==> src/rtl/ball_collision_ctrl.sv <==
// rtl/ball_collision_ctrl.sv - per-frame ball step requester and collision checker
//
// Purpose
//   Once per frame, requests ball sub-steps until the ball reports the end of the
//   frame. Each acknowledged step is captured, checked against the bottom edge,
//   the platform and the walls, and at most one collision cue is returned.
//
// Ports
//   clk, rst_n               clock, asynchronous active-low reset
//   i_game_start             abort the frame, return to idle, restore directions
//   i_cal_frame              start frame computation (honoured in idle only)
//   o_ball_req               step request, held until ack / frame end / abort
//   i_ball_ack               ball data valid for this step
//   i_ball_frame_term        ball finished all steps for this frame
//   i_ballX, i_ballY         ball top-left corner
//   i_ball_size              ball edge length
//   i_ball_speedX/Y          per-step delta sign: 00 = 0, 01 = +1, 11 = -1
//   i_platX, i_platY         platform top-left corner
//   o_ball_collision         one-cycle collision cue
//   o_direc_var              1..16 platform zone, 18 flip X, 19 flip Y, 0 none
//   o_life_lost              one-cycle pulse, ball reached the bottom edge
//   o_frame_done             one-cycle pulse, frame finished or aborted by life lost
module ball_collision_ctrl #(
   parameter int SCREEN_W = 640,
   parameter int SCREEN_H = 480,
   parameter int WALL_L   = 0,
   parameter int WALL_T   = 0,
   parameter int PLAT_W   = 64,
   parameter int PLAT_H   = 8
) (
   input  logic       clk,
   input  logic       rst_n,
   input  logic       i_game_start,
   input  logic       i_cal_frame,
   output logic       o_ball_req,
   input  logic       i_ball_ack,
   input  logic       i_ball_frame_term,
   input  logic [9:0] i_ballX,
   input  logic [8:0] i_ballY,
   input  logic [3:0] i_ball_size,
   input  logic [1:0] i_ball_speedX,
   input  logic [1:0] i_ball_speedY,
   input  logic [9:0] i_platX,
   input  logic [8:0] i_platY,
   output logic       o_ball_collision,
   output logic [5:0] o_direc_var,
   output logic       o_life_lost,
   output logic       o_frame_done
);

   localparam int          ZONE_SHIFT = $clog2(PLAT_W) - 4;
   localparam logic [10:0] H_LIM   = 11'(SCREEN_H - 1);
   localparam logic [10:0] W_LIM   = 11'(SCREEN_W - 1);
   localparam logic [10:0] WL      = 11'(WALL_L);
   localparam logic [10:0] WT      = 11'(WALL_T);
   localparam logic [10:0] PW      = 11'(PLAT_W);
   localparam logic [10:0] PH      = 11'(PLAT_H);
   localparam logic [10:0] OFF_MAX = 11'(PLAT_W - 1);

   localparam logic [5:0] CUE_FLIP_X = 6'd18;
   localparam logic [5:0] CUE_FLIP_Y = 6'd19;

   typedef enum logic [1:0] {
      IDLE = 2'd0,
      REQ  = 2'd1,
      EVAL = 2'd2,
      FLAG = 2'd3
   } state_t;

   state_t     state;
   logic       dir_x_neg;   // 1: ball moving left
   logic       dir_y_neg;   // 1: ball moving up
   logic [9:0] cap_x;
   logic [8:0] cap_y;
   logic [3:0] cap_size;
   logic [9:0] cap_platx;
   logic [8:0] cap_platy;

   // All checks run on captured values in 11-bit unsigned arithmetic.
   logic [10:0] bx, by, bs, px, py;
   logic [10:0] bx_end, by_end, center, off;
   logic [5:0]  zone;
   logic        hit_bottom, hit_plat, hit_side, hit_top;

   assign bx     = {1'b0, cap_x};
   assign by     = {2'b0, cap_y};
   assign bs     = {7'b0, cap_size};
   assign px     = {1'b0, cap_platx};
   assign py     = {2'b0, cap_platy};
   assign bx_end = bx + bs;
   assign by_end = by + bs;
   assign center = bx + {8'b0, cap_size[3:1]};

   // Ball centre offset along the platform, clamped to the platform span.
   always_comb begin
      off = '0;
      if (center < px)
         off = '0;
      else if ((center - px) > OFF_MAX)
         off = OFF_MAX;
      else
         off = center - px;
   end

   assign zone = 6'(off >> ZONE_SHIFT) + 6'd1;

   assign hit_bottom = (by_end >= H_LIM);
   // Direction guards keep a ball still overlapping a surface from re-triggering.
   assign hit_plat   = !dir_y_neg && (by_end >= py) && (by <= py + PH) &&
                       (bx_end >= px) && (bx <= px + PW);
   assign hit_side   = ((bx <= WL) && dir_x_neg) || ((bx_end >= W_LIM) && !dir_x_neg);
   assign hit_top    = (by <= WT) && dir_y_neg;

   always_ff @(posedge clk or negedge rst_n) begin
      if (!rst_n) begin
         state            <= IDLE;
         o_ball_req       <= 1'b0;
         o_ball_collision <= 1'b0;
         o_direc_var      <= '0;
         o_life_lost      <= 1'b0;
         o_frame_done     <= 1'b0;
         dir_x_neg        <= 1'b0;
         dir_y_neg        <= 1'b0;
         cap_x            <= '0;
         cap_y            <= '0;
         cap_size         <= '0;
         cap_platx        <= '0;
         cap_platy        <= '0;
      end else begin
         // Cue and status outputs are single-cycle pulses.
         o_ball_collision <= 1'b0;
         o_direc_var      <= '0;
         o_life_lost      <= 1'b0;
         o_frame_done     <= 1'b0;

         if (i_game_start) begin
            state      <= IDLE;
            o_ball_req <= 1'b0;
            dir_x_neg  <= 1'b0;
            dir_y_neg  <= 1'b0;
         end else begin
            case (state)
               IDLE: begin
                  if (i_cal_frame) begin
                     state      <= REQ;
                     o_ball_req <= 1'b1;
                  end
               end

               REQ: begin
                  // Ack wins over a simultaneous frame_term; term is seen next REQ.
                  if (i_ball_ack) begin
                     cap_x      <= i_ballX;
                     cap_y      <= i_ballY;
                     cap_size   <= i_ball_size;
                     cap_platx  <= i_platX;
                     cap_platy  <= i_platY;
                     if (i_ball_speedX == 2'b01) dir_x_neg <= 1'b0;
                     if (i_ball_speedX == 2'b11) dir_x_neg <= 1'b1;
                     if (i_ball_speedY == 2'b01) dir_y_neg <= 1'b0;
                     if (i_ball_speedY == 2'b11) dir_y_neg <= 1'b1;
                     o_ball_req <= 1'b0;
                     state      <= EVAL;
                  end else if (i_ball_frame_term) begin
                     o_ball_req   <= 1'b0;
                     o_frame_done <= 1'b1;
                     state        <= IDLE;
                  end
               end

               EVAL: begin
                  state <= FLAG;
                  if (hit_bottom) begin
                     o_life_lost  <= 1'b1;
                     o_frame_done <= 1'b1;
                     state        <= IDLE;
                  end else if (hit_plat) begin
                     o_ball_collision <= 1'b1;
                     o_direc_var      <= zone;
                     dir_y_neg        <= 1'b1;
                     dir_x_neg        <= (zone <= 6'd8);
                  end else if (hit_side) begin
                     o_ball_collision <= 1'b1;
                     o_direc_var      <= CUE_FLIP_X;
                     dir_x_neg        <= !dir_x_neg;
                  end else if (hit_top) begin
                     o_ball_collision <= 1'b1;
                     o_direc_var      <= CUE_FLIP_Y;
                     dir_y_neg        <= !dir_y_neg;
                  end
               end

               FLAG: begin
                  state      <= REQ;
                  o_ball_req <= 1'b1;
               end

               default: begin
                  state      <= IDLE;
                  o_ball_req <= 1'b0;
               end
            endcase
         end
      end
   end

endmodule

==> config.mk <==
export PLATFORM = sky130hd
export DESIGN_NAME = ball_collision_ctrl
export DESIGN_NICKNAME = d
export VERILOG_FILES = /design/src/rtl/ball_collision_ctrl.sv
export SDC_FILE = /design/constraint.sdc
export NUM_CORES = 1
export LEC_CHECK = 0
export ABC_AREA = 1
export BUFFER_PORTS_ARGS = -buffer_cell sky130_fd_sc_hd__buf_4
export CORE_MARGIN = 4
export CORE_UTILIZATION = 60
export DETAILED_ROUTE_END_ITERATION = 10
export PLACE_DENSITY = 0.82
export SETUP_SLACK_MARGIN = 0.02
export SLEW_MARGIN = 20
export SYNTH_ARGS = -nofsm -noshare
export SYNTH_HDL_FRONTEND = slang
export SYNTH_SLANG_ARGS = --single-unit
==> constraint.sdc <==
create_clock -name clk -period 5.2 [get_ports clk]
set_clock_uncertainty 0.2 [all_clocks]
set_input_delay 0.26 -clock clk [delete_from_list [all_inputs] [get_ports clk]]
set_output_delay 0.26 -clock clk [all_outputs]
set_load 0.01 [all_outputs]
# After elaboration in Yosys (flattened, before gate mapping)
# Cells that the tools add are included.
dict set report word_totals {
  output_inout_bits 10
  input_bits 52
  ff_bits 56
  elab_cells 115
}
dict set report op_classes {
  n_bitwise 1
  reduce_logical 18
  mux 49
  add_sub_neg 7
  n_eq_ne 16
  order_cmp 11
}
# op n
set op_table {}
lappend op_table {{$mux 1} 31}
lappend op_table {{$mux 6} 4}
lappend op_table {{$ne 4x4->1 const B} 6}
lappend op_table {{$mux 8} 2}
lappend op_table {{$add 10x3->11} 1}
lappend op_table {{$add 10x4->11} 1}
lappend op_table {{$add 10x7->11 const B} 1}
lappend op_table {{$ge 11x10->1} 1}
lappend op_table {{$ge 11x10->1 const B} 1}
lappend op_table {{$gt 11x6->1 const B} 1}
lappend op_table {{$le 10x11->1} 1}
lappend op_table {{$lt 11x10->1} 1}
lappend op_table {{$sub 11x10->11} 1}
lappend op_table {{$add 9x4->10} 1}
lappend op_table {{$add 9x4->10 const B} 1}
lappend op_table {{$ge 10x9->1} 1}
lappend op_table {{$ge 10x9->1 const B} 1}
lappend op_table {{$le 10x1->1 const B} 1}
lappend op_table {{$le 9x10->1} 1}
lappend op_table {{$mux 2} 5}
lappend op_table {{$mux 5} 2}
lappend op_table {{$le 9x1->1 const B} 1}
lappend op_table {{$ne 3x3->1 const B} 3}
lappend op_table {{$eq 2x2->1 const B} 4}
lappend op_table {{17 further kinds} 29}

# Logic depth before layout (Yosys ltp)
dict set report depth {
  word_depth 11
  depth_mapped 29
  ltp_nobuf 29
}

# Worst setup path before layout
# Ideal clock, no wire load.
dict set report synth_path {
  kind {register to register}
  startpoint {register cap_size[1]}
  endpoint {register dir_x_neg}
  period_less_slack_ns 3.618
  stages_incl_launch_ff 27
  arrival_time_ns 3.302
  setup_ns 0.116
  required_time_ns 4.884
  path_buffers 0
  setup_slack_ns 1.582
  path_cell_list {dfrtp_1 -> ha_1 -> fa_1 -> nand2_1 -> a21oi_4 -> nand3_2 -> xor2_1 -> ha_1 -> nand2_1 -> inv_1 -> a21oi_1 -> nand3b_1 -> nand2_1 -> nand2_2 -> nor2_4 -> nand3_1 -> nand2_1 -> inv_1 -> ha_1 -> inv_1 -> nand3_1 -> nand3_2 -> nand3_1 -> nand2_1 -> nand2_1 -> nand2_1 -> nand2_1}
}
dict set report synth_between {
  elab_chain_cells 11
  word_cells_on_any_way 27
  cone_classes {add/sub (5); order compare (7); eq/ne (2); mux (6); reduce/logical (7)}
}
# item line_no
set synth_lines {}
lappend synth_lines {{from (decl)} 75} ;# logic [3:0] cap_size;
lappend synth_lines {{from (signal assigned)} 155} ;# cap_size <= i_ball_size;
lappend synth_lines {{$add 10x3->11} 92} ;# assign center = bx + {8'b0, cap_size[3:1]};
lappend synth_lines {{$sub 11x10->11} 102} ;# off = center - px;
lappend synth_lines {{$gt 11x6->1} 99} ;# else if ((center - px) > OFF_MAX)
lappend synth_lines {{$mux 8} 99}
lappend synth_lines {{$mux 8} 97} ;# if (center < px)
lappend synth_lines {{$add 6x1->6} 105} ;# assign zone = 6'(off >> ZONE_SHIFT) + 6'd1;
lappend synth_lines {{$le 6x4->1} 181} ;# dir_x_neg <= (zone <= 6'd8);
lappend synth_lines {{$mux 1} 177} ;# end else if (hit_plat) begin
lappend synth_lines {{$mux 1} 173} ;# if (hit_bottom) begin
lappend synth_lines {{$pmux 1 s2} 142} ;# case (state)
lappend synth_lines {{$mux 1} 136} ;# if (i_game_start) begin
lappend synth_lines {{to (signal assigned)} 181}
lappend synth_lines {{to (signal assigned)} 185} ;# dir_x_neg <= !dir_x_neg;
lappend synth_lines {{to (decl)} 71} ;# logic dir_x_neg;
# Several ways; a longest one is shown, not always the timed one. The select of a mux whose other input is x is not followed.
# A chain may end at the register's enable or synchronous reset.

# Final worst setup path
# Ends and elaborated chain as after synthesis.

==> flow_summary.json <==
{
  "path_clk_slew_ps": 110,
  "synth_top_family_by_area": "simple AND/OR/NAND/NOR gates",
  "arrival_ps": 4120,
  "drt_pass1_iterations": 5,
  "fin_setup_tns_ps": 0,
  "grt_max_degree": 61,
  "hold_path.class": "input port to register",
  "tightest_slew_ps": 747,
  "cts_buffer_depth": 2,
  "via_count": 4843,
  "io_pins": 62,
  "netlist.area_leader.share": 0.274,
  "ys_types": 44,
  "crit_required_ps": 5210,
  "dieArea_um2": 10100,
  "start_util": 0.619,
  "critPathLaunchType": "register",
  "grt_antenna_before_repair": 0,
  "synthArstFlopShare": 1.00,
  "synthSimpleGateAreaFrac": 0.296,
  "syn-num-nets": 822,
  "setup_viol_count_final": 0,
  "synth.top_cells.by_count": "159 x nand2_1, 92 x inv_1, 80 x nor2_1",
  "synthCells": 699,
  "layout-drive-gt1-share": 0.151,
  "period_share": 0.789,
  "finalMaxSlewViolations": 0,
  "die_w_um": 100,
  "dp_hpwl_um": 10200,
  "wirelength_um": 13200,
  "relSlewSlack": 0.502,
  "synth-edff-count": 0,
  "wl_per_cell_um": 14.8,
  "fin_util": 0.734,
  "port_buffers": 61,
  "htreeDepth": 2,
  "synth_xor_area_frac": 0.0462,
  "cp_max_fo": 6,
  "synth_compound_area_frac": 0.0935,
  "drc": 0,
  "finalHoldViolCount": 0,
  "clock.fmax_ghz": 0.244,
  "synth_mux_area_frac": 0.0264,
  "crit_type": "register to register",
  "drt_iter0_markers": 207,
  "avgSynthCellArea_um2": 7.32,
  "cap_viol_max_count": 0,
  "synthTopCellsByArea": "dfrtp_1 27%, ha_1 16%, nand2_1 12%",
  "ant_nets": 0,
  "dp_cells": 856,
  "insertion_delay_ps": 310,
  "status": "complete, no violations",
  "overflow": 0,
  "instances_no_fill": 894,
  "grt_setup_unrepaired": "no",
  "synth.most_common_cell": "nand2_1",
  "seq_area_frac_synth": 0.274,
  "ys.flop_type": "dfrtp_1",
  "die_h_um": 100,
  "clock_sinks": 56,
  "nets": 912,
  "worst_slack_ps": 1100,
  "pre_cts_ws_ps": 1150,
  "worstSetupEndpointType": "register",
  "synth-adder-area-share": 0.180,
  "cts_tree": "built",
  "rows": 33,
  "synth_warnings": 0,
  "avgViaCountPerCell": 5.42,
  "grt_pass1_vias": 4828,
  "nFillCells": 650,
  "place_congestion": 0.937,
  "syn_to_final_growth_pct": 18.5,
  "yosysTopAreaCell": "dfrtp_1",
  "ys_ff_latch": 56,
  "diodes": 0,
  "numCtsBuffers": 5,
  "track_usage": 0.270,
  "cts_root_buf": "clkbuf_8",
  "finalCriticalPeriod_ps": 4100,
  "grt_pass1_wl_um": 22000,
  "core_area_um2": 8260,
  "synth.cell_area_um2": 5110
}
-- cell families after synthesis --
group | Yosys count
other | 1
AO/OA/AOI/OAI | 86
multiplexers | 12
XOR/XNOR | 27
buffers and inverters | 111
adder cells (fa/ha/maj) | 71
flip-flops | 56
AND/OR/NAND/NOR | 335
-- registers in the layout (all words and copies together), names as in the netlist, 2 cells and up --
name and cells:
cap_platy 9, state 2, o_direc_var 6, cap_platx 10
cap_x 10, cap_y 9, cap_size 4
-- placed cells by master, fill, tap and decap left out, types with 2 or more instances in the layout --
cell type | netlist | routed
a21oi_1 | 59 | 59
a21oi_2 | 2 | 2
buf_4 | 2 | 62
clkbuf_8 | 0 | 5
dfrtp_1 | 56 | 56
dlygate4sd3_1 | 0 | 31
fa_1 | 4 | 4
ha_1 | 67 | 67
inv_1 | 92 | 92
inv_2 | 8 | 8
mux2_2 | 12 | 12
nand2_1 | 159 | 159
nand2_2 | 8 | 8
nand3_1 | 42 | 41
nand3_2 | 4 | 5
nand3b_1 | 7 | 7
nand4_1 | 14 | 14
nor2_1 | 80 | 80
nor2_2 | 4 | 4
nor2_4 | 3 | 3
nor3_1 | 2 | 2
nor3_2 | 2 | 2
nor4_1 | 4 | 4
o211ai_1 | 2 | 2
o21ai_0 | 12 | 12
o22ai_1 | 3 | 3
or2_2 | 2 | 2
xnor2_1 | 3 | 3
xor2_1 | 24 | 24
-- path summary, 6_finish.rpt --
path,start,end,slack [ps],depth (start not counted)
worst max register to register,cap_size[1],dir_x_neg,1100,27
worst max-delay path,cap_size[1],dir_x_neg,1100,27
max in group asynchronous,rst_n,cap_platx[8],3950,2
worst min-delay path,i_ballY[5],cap_y[5],3,3
min in group asynchronous,rst_n,cap_y[3],340,2
worst min register to register,dir_x_neg,dir_x_neg,310,2
-- layout make-up --
cell class / count / area (um^2) / area share
Tap cell: 105 / 131 / 0.0217
Sequential cell: 56 / 1400 / 0.231
Inverter: 101 / 379 / 0.0626
Clock inverter: 1 / 8.76 / 0.00145
Timing Repair Buffer: 93 / 776 / 0.128
Clock buffer: 6 / 72.6 / 0.0120
Multi-Input combinational cell: 532 / 3290 / 0.543
-- what timing repair did --
action                                 4_1_cts  5_1_grt
setup buffers                                0        0
endpoints found under the hold margin       86        0
hold buffers                                31        0
gates resized for setup                      0        0
setup endpoints to repair                    0        0
-- worst max-delay path: stages, from the launching register on --
cell     delay [ps]
dfrtp_1         500
ha_1            250
fa_1            420
nand2_1         120
a21oi_4          80
xor2_1          130
inv_1            60
ha_1            340
nand2_1         110
nor2_1          200
nand2_1         100
nand2_1          80
nand2_1          50
nand2_1          70
nand2_1          80
nor2_4          150
nand3_1         120
nand2_1          80
inv_1            60
ha_1            220
inv_1           100
nand3_1         120
nand3_2         100
nand3_1          60
nand2_1          60
nand2_1          40
nand2_1          50
nand2_1          40
-- metrics by stage --
| step | hold WS (ps) | cell area [um^2] |
|---|---|---|
| finish | 3.27 | 6060 |
| detailed placement | 167 | 5670 |
| global placement | 153 | 5670 |
| floorplan | -236 | 5110 |
| global route | 4.20 | 6060 |
| CTS | 1.57 | 6060 |
-- per-layer routing --
layer / vias to the layer above / global-route usage / wire length (um)
li1: 2440 / - / -
met4: 0 / 0.0829 / 403
met1: 2256 / 0.317 / 5620
met5: - / 0 / 0
met3: 33 / 0.0271 / 333
met2: 114 / 0.512 / 6840
Power is not shown: default switching activity piles up to over one toggle a cycle in this logic, so the estimate is an artifact.
